<file path="config.mk">
export PLATFORM = sky130hd
export DESIGN_NAME = logic_unit_pipe
export DESIGN_NICKNAME = d
export VERILOG_FILES = /design/src/rtl/logic_unit_pipe.sv
export SDC_FILE = /design/constraint.sdc
export NUM_CORES = 1
export LEC_CHECK = 0
export CAP_MARGIN = 20
export CORE_UTILIZATION = 50
export DETAILED_ROUTE_END_ITERATION = 16
export PLACE_DENSITY = 0.72
export SLEW_MARGIN = 20
export SYNTH_ARGS = -nofsm -noshare
export SYNTH_HDL_FRONTEND = slang
export SYNTH_SLANG_ARGS = --single-unit
</file>
<file path="constraint.sdc">
create_clock -name CLK -period 2.4 [get_ports CLK]
set_input_delay 0.24 -clock CLK [delete_from_list [all_inputs] [get_ports CLK]]
set_output_delay 0.24 -clock CLK [all_outputs]
set_load 0.02 [all_outputs]
</file>
<file path="src/rtl/logic_unit_pipe.sv">
// logic_unit_pipe: two-stage pipelined bitwise logic unit with an accumulator.
// S1 registers the request. S2 registers the result and its flags.
// The accumulator is written only when an operation moves from S1 to S2.
// That keeps accumulator updates in program order, once per operation,
// even while the output is stalled.

module logic_unit_pipe #(
    parameter int WIDTH = 16,
    parameter int FUN_W = 4
) (
    input  logic             CLK,
    input  logic             RST,
    input  logic [WIDTH-1:0] A,
    input  logic [WIDTH-1:0] B,
    input  logic [FUN_W-1:0] ALU_FUN,
    input  logic             in_valid,
    output logic             in_ready,
    output logic [WIDTH-1:0] Logic_OUT,
    output logic             Logic_flag,
    input  logic             out_ready,
    output logic             Logic_zero,
    output logic             Logic_err
);

    localparam logic [3:0] OP_AND      = 4'b0100;
    localparam logic [3:0] OP_OR       = 4'b0101;
    localparam logic [3:0] OP_NAND     = 4'b0110;
    localparam logic [3:0] OP_NOR      = 4'b0111;
    localparam logic [3:0] OP_XOR      = 4'b1000;
    localparam logic [3:0] OP_XNOR     = 4'b1001;
    localparam logic [3:0] OP_ACC_AND  = 4'b1010;
    localparam logic [3:0] OP_ACC_OR   = 4'b1011;
    localparam logic [3:0] OP_ACC_XOR  = 4'b1100;
    localparam logic [3:0] OP_ACC_LOAD = 4'b1101;
    localparam logic [3:0] OP_ACC_READ = 4'b1110;

    // S1 request register
    logic [WIDTH-1:0] s1_a_reg;
    logic [WIDTH-1:0] s1_b_reg;
    logic [FUN_W-1:0] s1_fun_reg;
    logic             s1_valid_reg;

    // S2 output register and accumulator
    logic [WIDTH-1:0] out_reg;
    logic             flag_reg;
    logic             zero_reg;
    logic             err_reg;
    logic [WIDTH-1:0] acc_reg;

    // Datapath values computed from S1
    logic [WIDTH-1:0] result_next;
    logic             err_next;
    logic [WIDTH-1:0] acc_next;
    logic             acc_we;
    logic             upper_ok;
    logic [3:0]       op;

    logic adv;
    logic accept;

    // S2 can take new data when it is empty or its result is leaving.
    assign adv      = !flag_reg || out_ready;
    assign in_ready = !s1_valid_reg || adv;
    assign accept   = in_valid && in_ready;

    assign op = s1_fun_reg[3:0];

    // Opcode bits above the low four must be zero for a legal opcode.
    generate
        if (FUN_W > 4) begin : g_upper
            assign upper_ok = ~|s1_fun_reg[FUN_W-1:4];
        end else begin : g_no_upper
            assign upper_ok = 1'b1;
        end
    endgenerate

    // Decode the S1 opcode into a result, an error flag and an accumulator update.
    always_comb begin
        result_next = '0;
        err_next    = 1'b0;
        acc_next    = acc_reg;
        acc_we      = 1'b0;
        if (!upper_ok) begin
            err_next = 1'b1;
        end else begin
            case (op)
                OP_AND:      result_next = s1_a_reg & s1_b_reg;
                OP_OR:       result_next = s1_a_reg | s1_b_reg;
                OP_NAND:     result_next = ~(s1_a_reg & s1_b_reg);
                OP_NOR:      result_next = ~(s1_a_reg | s1_b_reg);
                OP_XOR:      result_next = s1_a_reg ^ s1_b_reg;
                OP_XNOR:     result_next = ~(s1_a_reg ^ s1_b_reg);
                OP_ACC_AND: begin
                    acc_next    = acc_reg & s1_a_reg;
                    acc_we      = 1'b1;
                    result_next = acc_next;
                end
                OP_ACC_OR: begin
                    acc_next    = acc_reg | s1_a_reg;
                    acc_we      = 1'b1;
                    result_next = acc_next;
                end
                OP_ACC_XOR: begin
                    acc_next    = acc_reg ^ s1_a_reg;
                    acc_we      = 1'b1;
                    result_next = acc_next;
                end
                OP_ACC_LOAD: begin
                    acc_next    = s1_a_reg;
                    acc_we      = 1'b1;
                    result_next = acc_next;
                end
                OP_ACC_READ: result_next = acc_reg;
                default:     err_next    = 1'b1;
            endcase
        end
    end

    // S1 captures an accepted request and holds it while the pipe is stalled.
    always_ff @(posedge CLK or negedge RST) begin
        if (!RST) begin
            s1_a_reg     <= '0;
            s1_b_reg     <= '0;
            s1_fun_reg   <= '0;
            s1_valid_reg <= 1'b0;
        end else begin
            if (accept) begin
                s1_a_reg   <= A;
                s1_b_reg   <= B;
                s1_fun_reg <= ALU_FUN;
            end
            s1_valid_reg <= accept || (s1_valid_reg && !adv);
        end
    end

    // S2 and the accumulator advance together, so each operation commits exactly once.
    always_ff @(posedge CLK or negedge RST) begin
        if (!RST) begin
            out_reg  <= '0;
            flag_reg <= 1'b0;
            zero_reg <= 1'b0;
            err_reg  <= 1'b0;
            acc_reg  <= '0;
        end else if (adv) begin
            if (s1_valid_reg) begin
                out_reg  <= result_next;
                zero_reg <= (result_next == '0);
                err_reg  <= err_next;
                flag_reg <= 1'b1;
                if (acc_we) begin
                    acc_reg <= acc_next;
                end
            end else begin
                flag_reg <= 1'b0;
            end
        end
    end

    assign Logic_OUT  = out_reg;
    assign Logic_flag = flag_reg;
    assign Logic_zero = zero_reg;
    assign Logic_err  = err_reg;

endmodule

</file>
==> results.json, run 1 <==
{
  "syn_area_per_cell_um2": 9.31,
  "num_io_pins": 60,
  "final_cells": 816,
  "cts_buffers": 9,
  "hp-class": "in -> async",
  "fin_crit_ps": 2290,
  "clkLatencyLatePin_ps": 370,
  "yosysMostFrequentCell": "dfrtp_1",
  "critPathRequiredTime_ps": 2680,
  "p_comb_share_pct": 48.6,
  "max-clock-path-buffers": 2,
  "finalWirelength_um": 15800,
  "grt_pass1_vias": 5046,
  "r2r-start": "op[2]",
  "cp.arrival_ps": 2570,
  "rrSetupSlack_ps": 110,
  "area_delta_synth_final_pct": 24.2,
  "fin_nets": 779,
  "tightest_slew_ps": 651,
  "drive_gt1_share_pct": 20.1,
  "drv_slew": 0,
  "initial_core_util_pct": 52.0,
  "p_total_w": 0.00556,
  "hold_viol_final": 0,
  "antenna_found_initial": 0,
  "clk_pin_slew_worst_paths_ps": 90,
  "post_drt_wl_per_cell_um": 19.4,
  "drv_cap": 0,
  "power_frac_seq_pct": 33.5,
  "synth_ff_type": "dfrtp_1",
  "power.density_nw_per_um2": 831,
  "dp_hpwl_um": 12000,
  "slew-limit-headroom_pct": 56.6,
  "grt_start_max_net_pins": 47,
  "core_um2": 10400,
  "async_reset_ff_share_pct": 100,
  "ant_nets": 0,
  "yosys.area.top_type": "dfrtp_1",
  "ys_top_cells_by_count": "dfrtp_1, ha_1, nand2_1",
  "htree_levels": 3,
  "vias": 4872,
  "ir_worst_vdd_mv": 0.491,
  "overflow": 0,
  "routabilityCongestion": 0.987,
  "finalCritPeriodShare_pct": 95.4,
  "synth_cells": 579,
  "cp-start-kind": "flop",
  "internal-power_w": 0.00332,
  "die-area_um2": 11200,
  "die_w_um": 106,
  "endpoint_kind": "flop",
  "switching_share_pct": 40.3,
  "rows": 37,
  "synth_seq_cells": 72,
  "crit_type": "reg -> reg",
  "power_switching_w": 0.00224,
  "r2r-end": "Logic_zero",
  "netlist_area_um2": 5390,
  "synth_top_cells_by_area": "dfrtp_1, ha_1, mux2_2, nand2_1, o21ai_0",
  "p_clk_share_pct": 17.9,
  "firstDrtPassIters": 5,
  "skew_ps": 12.2,
  "grt_pass1_wl_um": 25700,
  "port_buffers": 59,
  "drt_iter0_drc": 332,
  "tritoncts": "built",
  "synth.distinct_cells": 59,
  "cp_max_fo": 6,
  "reg2reg_depth": 9,
  "dp.cells": 799,
  "grt_usage_pct": 29.9,
  "setup_violations": 0,
  "vias_per_cell": 5.97,
  "numClockSinks": 72,
  "die_h_um": 106,
  "leakagePower_nw": 3.07,
  "synth_top_cell_area_share_pct": 33.4,
  "synth_edf_count": 0,
  "ys_seq_area_share_pct": 33.4,
  "fmax_mhz": 437,
  "status": "complete, no violations",
  "yosysWarnings": 0,
  "n_antenna_cell": 0,
  "remaining_drc_errors": 0,
  "syn-num-nets": 683,
  "clockRootBuffer": "clkbuf_8"
}
==> cell type report <==
| cell class | count | area, um2 |
|---|---|---|
| fill | 905 | 3680 |
| multi-input combinational | 418 | 3210 |
| sequential | 72 | 1810 |
| timing repair buffer | 122 | 1110 |
| inverter | 52 | 195 |
| tap | 136 | 170 |
| clock buffer | 12 | 145 |
| clock inverter | 4 | 52.6 |
==> what timing repair did <==
| action | CTS | global route |
|---|---|---|
| hold buffers | 1 | 0 |
| endpoints found under the hold margin | 26 | 0 |
| pin swaps | 0 | 0 |
| setup buffers | 0 | 0 |
| resized for setup | 1 | 15 |
| setup endpoints to repair | 1 | 1 |
==> cells by family (layout without fill, tap and decap cells) <==
kind of cell             count (synthesis)  count (layout)  synth area share [%]
multiplexers                            48              48                  9.75
adder cells (fa/ha/maj)                 64              64                  14.9
XOR/XNOR                                 6               6                 0.975
flip-flops                              72              72                  33.4
buffers and inverters                   89             190                  7.92
AND/OR/NAND/NOR                        141             141                  12.8
AO/OA/AOI/OAI                          159             159                  20.2
==> power by group through the flow <==
stage | clock, W | combinational, W | sequential (W)
5_1_grt | 0.00108 | 0.00295 | 0.00191
3_3_place_gp | 0 | 0.00257 | 0.00185
6_report | 0.000997 | 0.00270 | 0.00186
2_1_floorplan | 0 | 0.00151 | 0.00190
3_5_place_dp | 0 | 0.00262 | 0.00188
4_1_cts | 0.00103 | 0.00264 | 0.00186
==> through the flow <==
step                hold slack [ps]  TNS (ps)  cell area, um2  setup WS (ps)  utilization [%]
CTS                             445         0            6640           20.6             64.0
finish                          426         0            6690            112             64.6
detailed placement              304     -29.5            6430          -29.5             62.0
floorplan                     -55.6         0            5390            404                -
global route                    468     -22.7            6690          -22.7             64.6
global placement                296         0            6430            101             62.0
==> layout by cell type (no fill, tap or decap), types with 3 or more instances in the layout <==
cell and count:
dfrtp_1 67, o22ai_1 31, buf_4 57, clkdlybuf4s50_1 58, a32o_1 3, a2111oi_0 3
clkbuf_8 10, xnor2_1 3, nor2b_1 4, a2111oi_2 3, nand2b_1 10, xor2_1 3
o211ai_1 8, inv_1 52, nor2_1 29, a22o_1 6, ha_1 64, a22oi_1 7
mux2_2 36, a21oi_1 19, o21ai_0 40, and3_1 4, nor3_1 4, dfrtp_2 5
buf_12 4, nand2_1 54, nand3_1 12, o22a_1 3, a32oi_1 5, a2bb2oi_1 4
mux2i_1 12, o32ai_1 3, o2bb2ai_1 7
==> worst max-delay path by stage <==
| stage | endpoint | start | depth (start not counted) |
|---|---|---|---|
| after global routing | Logic_zero | op[0] | 9 |
| after CTS | Logic_zero | op[1] | 9 |
| final | Logic_zero | op[2] | 9 |
| after floorplan | Logic_zero | s1_a_reg[7] | 9 |
| after global placement | Logic_zero | op[2] | 9 |
| after detailed placement | Logic_zero | op[0] | 8 |
==> per-layer routing <==
layer	share of wire [%]	global-route usage, %	vias up
met1	45	39.7	2364
met3	6.4	5.19	35
li1	-	-	2273
met2	46	47.6	200
met5	0	0	-
met4	2.7	13.5	0
==> critical path, stage by stage (launching register included) <==
cell and delay, ps:
dfrtp_2 470, buf_4 180, nor2b_1 160, buf_4 180
a21oi_1 150, o21ai_0 140, a2111oi_0 410, buf_4 210
nand3_1 120, o31ai_2 180
(Power assumes the default switching activity.)
==> run 2, diff against run 1 <==
--- a/config.mk
+++ b/config.mk
@@ -6,9 +6,8 @@
 export NUM_CORES = 1
 export LEC_CHECK = 0
 export CAP_MARGIN = 20
-export CORE_UTILIZATION = 50
+export CORE_UTILIZATION = 40
 export DETAILED_ROUTE_END_ITERATION = 16
-export PLACE_DENSITY = 0.72
 export SLEW_MARGIN = 20
 export SYNTH_ARGS = -nofsm -noshare
 export SYNTH_HDL_FRONTEND = slang
==> run 2 against run 1 <==
Routed wire length rose by 5.8%. Core utilization down 11 points. Sequential share of layout area fell by 1.2 points. Power up 10%. Fmax rose by 1.2%. First-iteration DRC count rose by 13%. Critical path type unchanged. Critical endpoint is now Logic_OUT[4].
==> results.json, run 2 (synthesis gave the netlist of run 1 again) <==
{
  "post_drt_wl_per_cell_um": 19.2,
  "crit_family": "simple AND/OR/NAND/NOR gates",
  "firstDrtPassIters": 5,
  "fmax_mhz": 442,
  "endpoint_kind": "flop",
  "htree_levels": 3,
  "tns_ps": 0,
  "clk_pin_slew_worst_paths_ps": 60,
  "max-clock-path-buffers": 2,
  "critPathRequiredTime_ps": 2630,
  "hp-class": "in -> async",
  "remaining_drc_errors": 0,
  "fin_nets": 792,
  "cts_buffers": 9,
  "internal-power_w": 0.00378,
  "cp.arrival_ps": 2500,
  "grt_pass1_wl_um": 27400,
  "nFillCells": 1217,
  "grt_start_max_net_pins": 37,
  "rows": 42,
  "ir_worst_vdd_mv": 0.354,
  "final_common_cell": "dfrtp_1",
  "slowest_stage": "nor2b_4",
  "setup_violations": 0,
  "grt_pass1_vias": 4890,
  "dp_hpwl_um": 12300,
  "power_switching_w": 0.00234,
  "antenna_found_initial": 0,
  "route.met2.wl_um": 7680,
  "crit_top_cell": "buf_4",
  "overflow": 0,
  "vias": 4910,
  "die-area_um2": 13900,
  "finalWirelength_um": 16700,
  "switching_share_pct": 38.3,
  "core_um2": 13200,
  "drt_iter0_drc": 376,
  "cp_max_fo": 15,
  "initial_core_util_pct": 40.9,
  "power_frac_seq_pct": 30.4,
  "leakagePower_nw": 3.21,
  "fin_crit_ps": 2260,
  "area_delta_synth_final_pct": 29.9,
  "die_h_um": 118,
  "drive_gt1_share_pct": 22.4,
  "status": "complete, no violations",
  "port_buffers": 59,
  "drv_slew": 0,
  "cp-start-kind": "flop",
  "ant_nets": 0,
  "numClockSinks": 72,
  "p_comb_share_pct": 45.5,
  "grt_usage_pct": 25.6,
  "clockRootBuffer": "clkbuf_16",
  "slew-limit-headroom_pct": 34.7,
  "tritoncts": "built",
  "routabilityCongestion": 0.927,
  "n_antenna_cell": 0,
  "p_clk_share_pct": 24.1,
  "crit_type": "reg -> reg",
  "final_cell_mix": "dfrtp_1, buf_4, ha_1",
  "dr_wl_met3_um": 961,
  "hold_viol_final": 0,
  "final_cells": 869,
  "worstPathBufferInverterCount": 2,
  "max_stage_delay_ps": 470,
  "vias_per_cell": 5.65,
  "drv_cap": 0,
  "num_io_pins": 60,
  "die_w_um": 118,
  "p_total_w": 0.00612,
  "m1WireLength_um": 7660,
  "power.density_nw_per_um2": 874,
  "clkLatencyLatePin_ps": 340,
  "path_cells": "buf_4 > nor2b_4 > nand2_1 > o22ai_1 > a2111oi_2 > buf_4 > o21ai_0",
  "finalCritPeriodShare_pct": 94.3,
  "skew_ps": 5.69,
  "routed.top_layer": "met4",
  "dp.cells": 837,
  "tightest_slew_ps": 976
}
[run 2: through the flow]
step	util [%]	hold WS (ps)	setup slack (ps)	cell area, um2
global route	53.1	502	-23.0	7000
CTS	51.7	461	20.4	6820
finish	53.1	433	138	7000
floorplan	-	-55.6	404	5390
global placement	49.1	276	-194	6480
detailed placement	49.1	281	-156	6480
[run 2: cell type report]
class	count	area [um2]	share of cell area, %
multi-input combinational	418	3220	46.0
sequential	72	1810	25.8
timing repair buffer	135	1240	17.7
clock buffer	9	225	3.22
tap	176	220	3.14
inverter	52	195	2.79
clock inverter	7	95.1	1.36
[run 2: power groups by stage]
stage	Clock (W)	Combinational, W	Sequential (W)
floorplan	0	0.00151	0.00190
global placement	0	0.00259	0.00186
detailed placement	0	0.00263	0.00187
CTS	0.00150	0.00266	0.00185
global route	0.00156	0.00308	0.00192
finish	0.00147	0.00279	0.00186
[run 2: repair_timing]
| item | 4_1_cts | 5_1_grt |
|---|---|---|
| setup endpoints to repair | 2 | 14 |
| resized for setup | 3 | 17 |
| pin swaps | 0 | 7 |
| hold buffers | 1 | 0 |
| endpoints found under the hold margin | 24 | 0 |
| setup buffers | 0 | 15 |
[run 2: worst paths after layout]
| kind | cells after the start | to | slack [ps] | start |
|---|---|---|---|---|
| worst min-delay path | 2 | s1_b_reg[9] | 430 | RST |
| worst min register to register | 2 | Logic_OUT[1] | 480 | Logic_OUT[1] |
| max in group asynchronous | 3 | op[2] | 1200 | RST |
| worst max-delay path | 7 | Logic_OUT[4] | 140 | op[2] |
| worst max register to register | 7 | Logic_OUT[4] | 140 | op[2] |
| min in group CLK | 2 | Logic_OUT[1] | 480 | Logic_OUT[1] |
[run 2: worst register-to-register path, stage by stage, from the launching register on]
cell       delay [ps]
dfrtp_2           460
buf_4             190
nor2b_4           470
nand2_1           260
o22ai_1           290
a2111oi_2         110
buf_4             150
o21ai_0           230
[run 2: per-layer routing]
layer / up-vias / global-route usage, %
li1: 2294 / -
met1: 2399 / 35.3
met2: 186 / 41.1
met3: 31 / 3.63
met4: 0 / 8.81
met5: - / 0
